**config.mk**
```make
export PLATFORM = sky130hd
export DESIGN_NAME = level_monitor
export DESIGN_NICKNAME = d
export VERILOG_FILES = /design/src/rtl/level_monitor.sv
export SDC_FILE = /design/constraint.sdc
export NUM_CORES = 1
export LEC_CHECK = 0
export BUFFER_PORTS_ARGS = -buffer_cell sky130_fd_sc_hd__buf_2
export CAP_MARGIN = 20
export CELL_PAD_IN_SITES_DETAIL_PLACEMENT = 0
export CELL_PAD_IN_SITES_GLOBAL_PLACEMENT = 2
export CORE_UTILIZATION = 36
export DETAILED_ROUTE_END_ITERATION = 8
export MAX_ROUTING_LAYER = met4
export PLACE_DENSITY = 0.87
export SLEW_MARGIN = 25
export SYNTH_ARGS = -nofsm -noshare
export SYNTH_HDL_FRONTEND = slang
export SYNTH_SLANG_ARGS = --single-unit
export TNS_END_PERCENT = 20
```
**constraint.sdc**
```tcl
create_clock -name clk -period 7.6 [get_ports clk]
set_input_delay 0.38 -clock clk [delete_from_list [all_inputs] [get_ports clk]]
set_output_delay 0.38 -clock clk [all_outputs]
set_load 0.005 [all_outputs]
```
**src/rtl/level_monitor.sv**
```systemverilog
// Level monitor for the filtered power word: windowed peak through a one-entry
// valid/ready buffer, plus a debounced above/below decision with hysteresis.
module level_monitor #(
    parameter int WIDTH = 28,
    parameter int DEB_W = 8,
    parameter int DEC_W = 16
) (
    input  logic             clk,
    input  logic             reset,
    input  logic             enable,
    input  logic [WIDTH-1:0] signal_in,
    input  logic [WIDTH-1:0] thresh_hi,
    input  logic [WIDTH-1:0] thresh_lo,
    input  logic [DEB_W-1:0] debounce,
    input  logic [DEC_W-1:0] decim,
    output logic [WIDTH-1:0] level_data,
    output logic             level_valid,
    input  logic             level_ready,
    output logic             above,
    output logic             event_pulse,
    output logic             overrun
);

    localparam logic [DEB_W-1:0] DEB_ZERO = {DEB_W{1'b0}};
    localparam logic [DEB_W-1:0] DEB_ONE  = {{(DEB_W-1){1'b0}}, 1'b1};
    localparam logic [DEC_W-1:0] DEC_ZERO = {DEC_W{1'b0}};
    localparam logic [DEC_W-1:0] DEC_ONE  = {{(DEC_W-1){1'b0}}, 1'b1};
    localparam logic [WIDTH-1:0] DAT_ZERO = {WIDTH{1'b0}};

    typedef enum logic [1:0] {
        ST_LOW  = 2'd0,
        ST_RISE = 2'd1,
        ST_HIGH = 2'd2,
        ST_FALL = 2'd3
    } state_t;

    state_t           state_r;
    state_t           state_next_s;
    logic [DEB_W-1:0] deb_cnt_r;
    logic [DEB_W-1:0] deb_cnt_next_s;
    logic [DEC_W-1:0] win_cnt_r;
    logic [WIDTH-1:0] peak_r;
    logic [WIDTH-1:0] peak_next_s;
    logic             qual_up_s;
    logic             qual_dn_s;
    logic             win_end_s;
    logic             transfer_s;
    logic             load_s;
    logic             edge_event_s;

    assign qual_up_s  = (signal_in > thresh_hi);
    assign qual_dn_s  = (signal_in < thresh_lo);
    assign win_end_s  = enable && (win_cnt_r == decim);
    assign transfer_s = level_valid && level_ready;
    // A finished window may only enter the buffer if it is empty or draining now.
    assign load_s     = win_end_s && (!level_valid || transfer_s);

    // Running peak including the current sample; first sample of a window restarts it.
    always_comb begin
        peak_next_s = peak_r;
        if (win_cnt_r == DEC_ZERO) begin
            peak_next_s = signal_in;
        end else if (signal_in > peak_r) begin
            peak_next_s = signal_in;
        end else begin
            peak_next_s = peak_r;
        end
    end

    // Detector next-state: debounce counter counts consecutive qualifying samples.
    always_comb begin
        state_next_s   = state_r;
        deb_cnt_next_s = deb_cnt_r;
        edge_event_s   = 1'b0;
        case (state_r)
            ST_LOW: begin
                if (qual_up_s && (debounce == DEB_ZERO)) begin
                    state_next_s   = ST_HIGH;
                    deb_cnt_next_s = DEB_ZERO;
                    edge_event_s   = 1'b1;
                end else if (qual_up_s) begin
                    state_next_s   = ST_RISE;
                    deb_cnt_next_s = DEB_ONE;
                end else begin
                    state_next_s   = ST_LOW;
                end
            end
            ST_RISE: begin
                if (qual_up_s && (deb_cnt_r == debounce)) begin
                    state_next_s   = ST_HIGH;
                    deb_cnt_next_s = DEB_ZERO;
                    edge_event_s   = 1'b1;
                end else if (qual_up_s) begin
                    deb_cnt_next_s = deb_cnt_r + DEB_ONE;
                end else begin
                    state_next_s   = ST_LOW;
                    deb_cnt_next_s = DEB_ZERO;
                end
            end
            ST_HIGH: begin
                if (qual_dn_s && (debounce == DEB_ZERO)) begin
                    state_next_s   = ST_LOW;
                    deb_cnt_next_s = DEB_ZERO;
                    edge_event_s   = 1'b1;
                end else if (qual_dn_s) begin
                    state_next_s   = ST_FALL;
                    deb_cnt_next_s = DEB_ONE;
                end else begin
                    state_next_s   = ST_HIGH;
                end
            end
            ST_FALL: begin
                if (qual_dn_s && (deb_cnt_r == debounce)) begin
                    state_next_s   = ST_LOW;
                    deb_cnt_next_s = DEB_ZERO;
                    edge_event_s   = 1'b1;
                end else if (qual_dn_s) begin
                    deb_cnt_next_s = deb_cnt_r + DEB_ONE;
                end else begin
                    state_next_s   = ST_HIGH;
                    deb_cnt_next_s = DEB_ZERO;
                end
            end
            default: begin
                state_next_s   = ST_LOW;
                deb_cnt_next_s = DEB_ZERO;
            end
        endcase
    end

    // Detector state, debounce counter and registered decision outputs.
    always_ff @(posedge clk or negedge reset) begin
        if (!reset) begin
            state_r     <= ST_LOW;
            deb_cnt_r   <= DEB_ZERO;
            above       <= 1'b0;
            event_pulse <= 1'b0;
        end else if (enable) begin
            state_r     <= state_next_s;
            deb_cnt_r   <= deb_cnt_next_s;
            above       <= (state_next_s == ST_HIGH) || (state_next_s == ST_FALL);
            event_pulse <= edge_event_s;
        end else begin
            event_pulse <= 1'b0;
        end
    end

    // Window counter wraps on reaching decim or by natural overflow if decim was lowered.
    always_ff @(posedge clk or negedge reset) begin
        if (!reset) begin
            win_cnt_r <= DEC_ZERO;
            peak_r    <= DAT_ZERO;
        end else if (enable) begin
            peak_r    <= peak_next_s;
            win_cnt_r <= win_end_s ? DEC_ZERO : (win_cnt_r + DEC_ONE);
        end else begin
            peak_r    <= peak_r;
            win_cnt_r <= win_cnt_r;
        end
    end

    // Single-entry result buffer; a result arriving while full is dropped and flagged.
    always_ff @(posedge clk or negedge reset) begin
        if (!reset) begin
            level_data  <= DAT_ZERO;
            level_valid <= 1'b0;
            overrun     <= 1'b0;
        end else if (load_s) begin
            level_data  <= peak_next_s;
            level_valid <= 1'b1;
        end else if (win_end_s) begin
            overrun     <= 1'b1;
        end else if (transfer_s) begin
            level_valid <= 1'b0;
        end else begin
            level_valid <= level_valid;
        end
    end

endmodule

```
==> results.sh, run 1 <==
export IMPL_status="completed"
export IMPL_pwr_share_comb_pct=40.5
export IMPL_r2r_cells=10
export IMPL_arrival_ps=3170
export IMPL_internal_power_mw=1.25
export IMPL_holdPathStages=2
export IMPL_synth_distinct_cells=54
export IMPL_power_switching_share_pct=35.8
export IMPL_rr_endpoint="peak_r[5]"
export IMPL_fin_crit_ps=2940
export IMPL_cp_startpoint="peak_r[5]"
export IMPL_numCtsBuffers=9
export IMPL_grt_antenna_before_repair=0
export IMPL_ys_ff_latch=86
export IMPL_initial_utilization_pct=36.9
export IMPL_p_leak_nw=4.17
export IMPL_ctsResizeCount=0
export IMPL_synth_top_cell_by_area="dfrtp_1"
export IMPL_dr_pass1_iters=4
export IMPL_hold_viol_final=0
export IMPL_drc=0
export IMPL_synthCells=671
export IMPL_cp_required_ps=7830
export IMPL_fin_skew_ps=8.52
export IMPL_critPathTopFamily="compound AO/OA/AOI/OAI gates"
export IMPL_wl_met3_um=719
export IMPL_tns_ps=0
export IMPL_cts_max_path_buffers=2
export IMPL_vias=5197
export IMPL_crit_chain="inv_1 > ha_1 > a21o_1 > a21o_1 > a21oi_1 > nor2_1 > a2111oi_0 > o311ai_4 > nand2_4 > mux2_1"
export IMPL_yosys_top_cells_area="dfrtp_1 34%, ha_1 17%, inv_1 5.3%"
export IMPL_postCtsSetupBuffers=0
export IMPL_grt_max_degree=57
export IMPL_min_path_type="in2reg"
export IMPL_synthArstFlopShare_pct=100
export IMPL_drive_gt1_share_pct=24.3
export IMPL_switchingPower_mw=0.699
export IMPL_coreArea_um2=17300
export IMPL_gr_total_overflow=0
export IMPL_insertedDiodeCount=0
export IMPL_die_h_um=135
export IMPL_synthFlopType="dfrtp_1"
export IMPL_tritoncts_num_sinks=86
export IMPL_ys_seq_area_share_pct=33.7
export IMPL_r2r_slack_ps=4660
export IMPL_setup_viol=0
export IMPL_synth_top_cells_by_count="90 x inv_1, 86 x dfrtp_1, 86 x ha_1, 63 x nand2_1, 40 x a21oi_1"
export IMPL_nets=1008
export IMPL_cellPowerDensity_nw_per_um2=255
export IMPL_peakVddDrop_v=0.000154
export IMPL_dr_wl_met2_um=7460
export IMPL_clkPwrFrac_pct=25.3
export IMPL_met1_length_um=7290
export IMPL_drt_iter0_markers=143
export IMPL_wl_per_cell_um=15.1
export IMPL_postCtsHoldBufs=1
export IMPL_die_area_um2=18300
export IMPL_io_pins=144
export IMPL_routed_wirelength_um=15700
export IMPL_cts_max_level=3
export IMPL_critPathLaunchType="flip-flop"
export IMPL_syn_to_final_growth_pct=19.7
export IMPL_top_layer="met4"
export IMPL_fmax_ghz=0.340
export IMPL_critPathCaptureType="flip-flop"
export IMPL_place_congestion=0.840
export IMPL_drv_cap=0
export IMPL_synth_most_common_cell="inv_1"
export IMPL_fp_dieW_um=135
export IMPL_reg2reg_from="peak_r[5]"
export IMPL_crit_top_cell="a21o_1"
export IMPL_p_seq_share_pct=34.3
export IMPL_path_buf_inv=1
export IMPL_num_rows=48
export IMPL_rsz0062_at_grt="no"
export IMPL_grt_pass1_wl_um=25800
export IMPL_maxSlewViolCount=0
export IMPL_utilization_pct=44.2
export IMPL_dp_hpwl_um=12500
export IMPL_cp_slowest_stage_delay_ps=590
export IMPL_syn_nets=869
export IMPL_synth_warnings=0
export IMPL_cts_tree="yes"
export IMPL_grt_total_usage_pct=18.7
export IMPL_path_max_fanout=28
export IMPL_maxSlewHeadroom_pct=49.1
export IMPL_criticalPathCategory="reg2reg"
export IMPL_syn_area_um2=6390
export IMPL_clk_latency_ps=350
export IMPL_clockRootBuffer="clkbuf_16"
export IMPL_whs_endpoint="peak_r[0]"
export IMPL_tightest_slew_ps=744
export IMPL_synth_top_area_share_pct=33.7
export IMPL_path_clk_slew_ps=60
export IMPL_fill_cells=1718
export IMPL_port_buffers=143
export IMPL_drtAntennaViolNets=0
export IMPL_avgViaCountPerCell=5.00
export IMPL_grt_pass1_vias=5321
export IMPL_crit_slowest_cell="a2111oi_0"
export IMPL_post_route_period_util_pct=38.7
export IMPL_synth_edf_count=0
export IMPL_hold_path_startpoint="signal_in[0]"
export IMPL_syn_avg_cell_area_um2=9.52
## cell usage in the layout, fill, tap and decap left out, drive strengths merged, types with 4 or more instances in the layout
cell type  count
nand2         65
o211ai         5
nor3           8
or2            4
a21oi         40
nand3         11
nor4          14
nor2          24
a21boi         4
nor2b          7
mux2          28
ha            86
o21ai         45
a21o          10
a221o          5
dfrtp         86
xor2          34
clkbuf         9
mux2i         28
and3           6
buf          145
inv           93
nand4         25
## layer usage
| metal | vias up | GRT usage, % |
|---|---|---|
| li1 | 2629 | - |
| met5 | - | - |
| met4 | 0 | 5.49 |
| met2 | 114 | 30.3 |
| met3 | 17 | 3.18 |
| met1 | 2437 | 23.9 |
## flip-flops by register name (all words and copies together), names as in the netlist
register / flops
overrun: 1
state_r: 2
event_pulse: 1
win_cnt_r: 16
above: 1
level_valid: 1
level_data: 28
deb_cnt_r: 8
peak_r: 28
## worst max-delay path by stage
stage	to	slack [ps]	cells after the start
after detailed placement	level_data[10]	4450	7
after global placement	level_data[3]	4510	8
after floorplan	peak_r[10]	5140	10
final	peak_r[5]	4660	10
after global routing	peak_r[0]	4320	10
after CTS	level_data[10]	4440	7
## cell families (layout without fill, tap and decap cells)
kind of cell    count (synthesis)  in the layout  synth area share, %
mux                            56             56                 10.5
xor+xnor                       36             36                 4.94
buf+inv                       108            252                 7.13
compound gates                125            125                 12.7
fa+ha+maj                      86             86                 16.8
flops                          86             86                 33.7
simple gates                  174            174                 14.2
## stage by stage
| stage | worst slack [ps] | hold slack [ps] | area (um2) | power [mW] | cells |
|---|---|---|---|---|---|
| floorplan | 5140 | 84.4 | 6390 | 1.28 | 671 |
| global placement | 4510 | 362 | 7300 | 1.44 | 1023 |
| detailed placement | 4450 | 368 | 7300 | 1.47 | 1023 |
| CTS | 4440 | 303 | 7640 | 1.98 | 1040 |
| global route | 4320 | 333 | 7640 | 2.10 | 1040 |
| finish | 4660 | 308 | 7640 | 1.95 | 1040 |
## cell type report
type | instances | area [um2] | share of cell area, %
Clock buffer | 9 | 225 | 2.95
Clock inverter | 7 | 105 | 1.38
Inverter | 90 | 338 | 4.42
Multi-Input combinational cell | 477 | 3800 | 49.7
Sequential cell | 86 | 2150 | 28.2
Tap cell | 225 | 282 | 3.68
Timing Repair Buffer | 146 | 743 | 9.73
## power by group through the flow
stage / combinational [mW] / clock, mW / sequential, mW
finish: 0.790 / 0.493 / 0.669
global route: 0.891 / 0.521 / 0.684
CTS: 0.802 / 0.506 / 0.668
detailed placement: 0.798 / 0 / 0.675
global placement: 0.772 / 0 / 0.670
floorplan: 0.644 / 0 / 0.641
Note: power is estimated with default switching activity, not from simulation.
==> run 2: changes to the inputs <==
--- a/config.mk
+++ b/config.mk
@@ -9,10 +9,10 @@
 export CAP_MARGIN = 20
 export CELL_PAD_IN_SITES_DETAIL_PLACEMENT = 0
 export CELL_PAD_IN_SITES_GLOBAL_PLACEMENT = 2
-export CORE_UTILIZATION = 36
+export CORE_UTILIZATION = 30
 export DETAILED_ROUTE_END_ITERATION = 8
 export MAX_ROUTING_LAYER = met4
-export PLACE_DENSITY = 0.87
+export PLACE_DENSITY = 0.77
 export SLEW_MARGIN = 25
 export SYNTH_ARGS = -nofsm -noshare
 export SYNTH_HDL_FRONTEND = slang
==> constraint.sdc (replaced) <==
create_clock -name clk -period 2.4 [get_ports clk]
set_input_delay 0.12 -clock clk [delete_from_list [all_inputs] [get_ports clk]]
set_output_delay 0.12 -clock clk [all_outputs]
set_load 0.005 [all_outputs]
==> run 2 against run 1 <==
Effect of this change: final cell count increased by 14%; sequential power increased to 3.1 times the previous value; critical path type unchanged; first-iteration DRC count increased by 27%; critical endpoint is now level_data[23]; largest power group unchanged; global-route usage decreased by 1.8 points; the run now ends with setup timing left; worst hold slack got worse by 230 ps; combinational power increased to 4.6 times the previous value; utilization decreased by 3.0 points; clock-buffer cell count increased by 4; sequential share of layout area decreased by 3.2 points.
==> results.sh, run 2 (synthesized netlist as in run 1, its figures left out) <==
export IMPL_status="finished with violations"
export IMPL_violations="setup timing"
export IMPL_place_congestion=0.789
export IMPL_insertedDiodeCount=0
export IMPL_crit_top_cell="buf_4"
export IMPL_maxSlewHeadroom_pct=61.4
export IMPL_grt_max_degree=57
export IMPL_rsz0062_at_grt="yes"
export IMPL_fin_skew_ps=5.86
export IMPL_io_pins=144
export IMPL_multi_input_area_um2=3890
export IMPL_regArea_um2=2150
export IMPL_crit_chain="inv_2 > ha_4 > nand4_1 > buf_4 > buf_6 > buf_4 > o211ai_1 > o31ai_2 > buf_4 > o311ai_4 > buf_4 > buf_12 > mux2i_4 > o21ai_1"
export IMPL_cts_max_level=3
export IMPL_r2r_slack_ps=-170
export IMPL_fin_crit_ps=2570
export IMPL_drtAntennaViolNets=0
export IMPL_vias=5381
export IMPL_initial_utilization_pct=30.5
export IMPL_clk_latency_ps=340
export IMPL_path_clk_slew_ps=60
export IMPL_layout_cells_non_filler=1182
export IMPL_fp_dieW_um=148
export IMPL_cts_max_path_buffers=2
export IMPL_path_max_fanout=5
export IMPL_clockRootBuffer="clkbuf_16"
export IMPL_peakVddDrop_v=0.000326
export IMPL_tightest_slew_ps=579
export IMPL_critPathLaunchType="flip-flop"
export IMPL_tns_ps=-7260
export IMPL_drt_iter0_markers=182
export IMPL_numCtsBuffers=9
export IMPL_tritoncts_num_sinks=86
export IMPL_final_common_cell="buf_2"
export IMPL_num_rows=53
export IMPL_setup_viol=56
export IMPL_cp_slowest_stage_delay_ps=380
export IMPL_post_route_period_util_pct=107
export IMPL_syn_to_final_growth_pct=35.1
export IMPL_port_buffers=143
export IMPL_path_buf_inv=7
export IMPL_dr_pass1_iters=4
export IMPL_hold_viol_final=0
export IMPL_fmax_ghz=0.390
export IMPL_cp_required_ps=2620
export IMPL_grt_pass1_vias=5456
export IMPL_die_area_um2=21900
export IMPL_min_path_type="in2reg"
export IMPL_setup_slack_ps=-167
export IMPL_rr_endpoint="level_data[23]"
export IMPL_grt_antenna_before_repair=0
export IMPL_drc=0
export IMPL_arrival_ps=2790
export IMPL_avgViaCountPerCell=4.55
export IMPL_critPathCaptureType="flip-flop"
export IMPL_place_inst=1158
export IMPL_wl_per_cell_um=14.4
export IMPL_holdPathStages=2
export IMPL_maxSlewViolCount=0
export IMPL_r2r_cells=14
export IMPL_dp_hpwl_um=13500
export IMPL_routed_wirelength_um=17000
export IMPL_die_h_um=148
export IMPL_cellPowerDensity_nw_per_um2=839
export IMPL_layout_common_cells="142 x buf_2, 89 x inv_1, 86 x dfrtp_1"
export IMPL_nets=1100
export IMPL_p_leak_nw=4.71
export IMPL_gr_total_overflow=0
export IMPL_criticalPathCategory="reg2reg"
export IMPL_drive_gt1_share_pct=33.7
export IMPL_reg2reg_from="peak_r[25]"
export IMPL_drv_cap=0
export IMPL_grt_pass1_wl_um=27900
export IMPL_endpoint="level_data[23]"
export IMPL_cp_startpoint="peak_r[25]"
export IMPL_fill_cells=2165
export IMPL_cts_tree="yes"
export IMPL_coreArea_um2=21000
export IMPL_cp_depth=14
export IMPL_placed_area_um2=8070
export IMPL_pre_cts_ws_ps=-305
export IMPL_critPathTopFamily="buffers and inverters"
export IMPL_grt_total_usage_pct=16.9
export IMPL_design_area_um2=8630
export IMPL_reg_top3="level_data (28), peak_r (28), win_cnt_r (16)"
export IMPL_crit_slowest_cell="dfrtp_1"
==> run 2: changes by cell type in the layout (fill, tap and decap cells not counted), sizes merged <==
cell and delta:
buf +91, clkbuf +5, inv -3, clkinvlp -1
==> run 2: stage by stage <==
step                      total power [mW]  hold slack, ps  util [%]
final                                 7.24            78.7      41.2
after global routing                  7.79            68.7      41.2
after CTS                             7.16            68.4      40.8
after detailed placement              5.21             163      38.5
after global placement                5.17             161      38.5
after floorplan                       4.07            -176         -
==> run 2: per-layer routing <==
layer / wire, um / share of wire [%] / GRT usage (%)
met1: 8710 / 51 / 22.6
met5: 0 / 0 / -
met3: 470 / 2.8 / 2.65
met4: 112 / 0.66 / 3.56
met2: 7750 / 45 / 26.9
==> run 2: timing repair <==
item	in CTS	in global routing
endpoints found under the setup margin	56	56
gates resized for setup	17	7
cloned	1	1
hold endpoints to repair	38	0
buffers inserted	5	0
hold buffers	1	0
pin swaps	4	4
==> run 2: how the worst min path moves through the flow <==
stage                      to    startpoint  slack (ps)
6_report            peak_r[1]  signal_in[1]          80
4_1_cts             peak_r[1]  signal_in[1]          70
2_1_floorplan           above         reset        -180
5_1_grt             peak_r[1]  signal_in[1]          70
3_5_place_dp   level_data[20]         reset         160
3_3_place_gp   level_data[20]         reset         160
==> run 2: worst register-to-register path, delay by kind of cell (launching register included) <==
| family | cells | cell delay (ps) |
|---|---|---|
| AO/OA/AOI/OAI | 4 | 500 |
| adder cells (fa/ha/maj) | 1 | 260 |
| buffers and inverters | 7 | 950 |
| flip-flops | 1 | 380 |
| multiplexers | 1 | 230 |
| AND/OR/NAND/NOR | 1 | 150 |
==> run 2: where the power goes <==
group | switching [mW] | internal (mW) | total (mW)
sequential | 0.272 | 1.78 | 2.05
combinational | 1.54 | 2.05 | 3.60
clock | 0.593 | 0.997 | 1.59
total | 2.41 | 4.83 | 7.24
==> run 2: final cells by class <==
class	count	area share, %
multi-input cells	477	45.1
flip-flops and latches	86	24.9
clock buffers	13	3.13
clock inverters	3	0.754
well taps	275	3.99
repair buffers	238	18.2
inverters	90	3.92
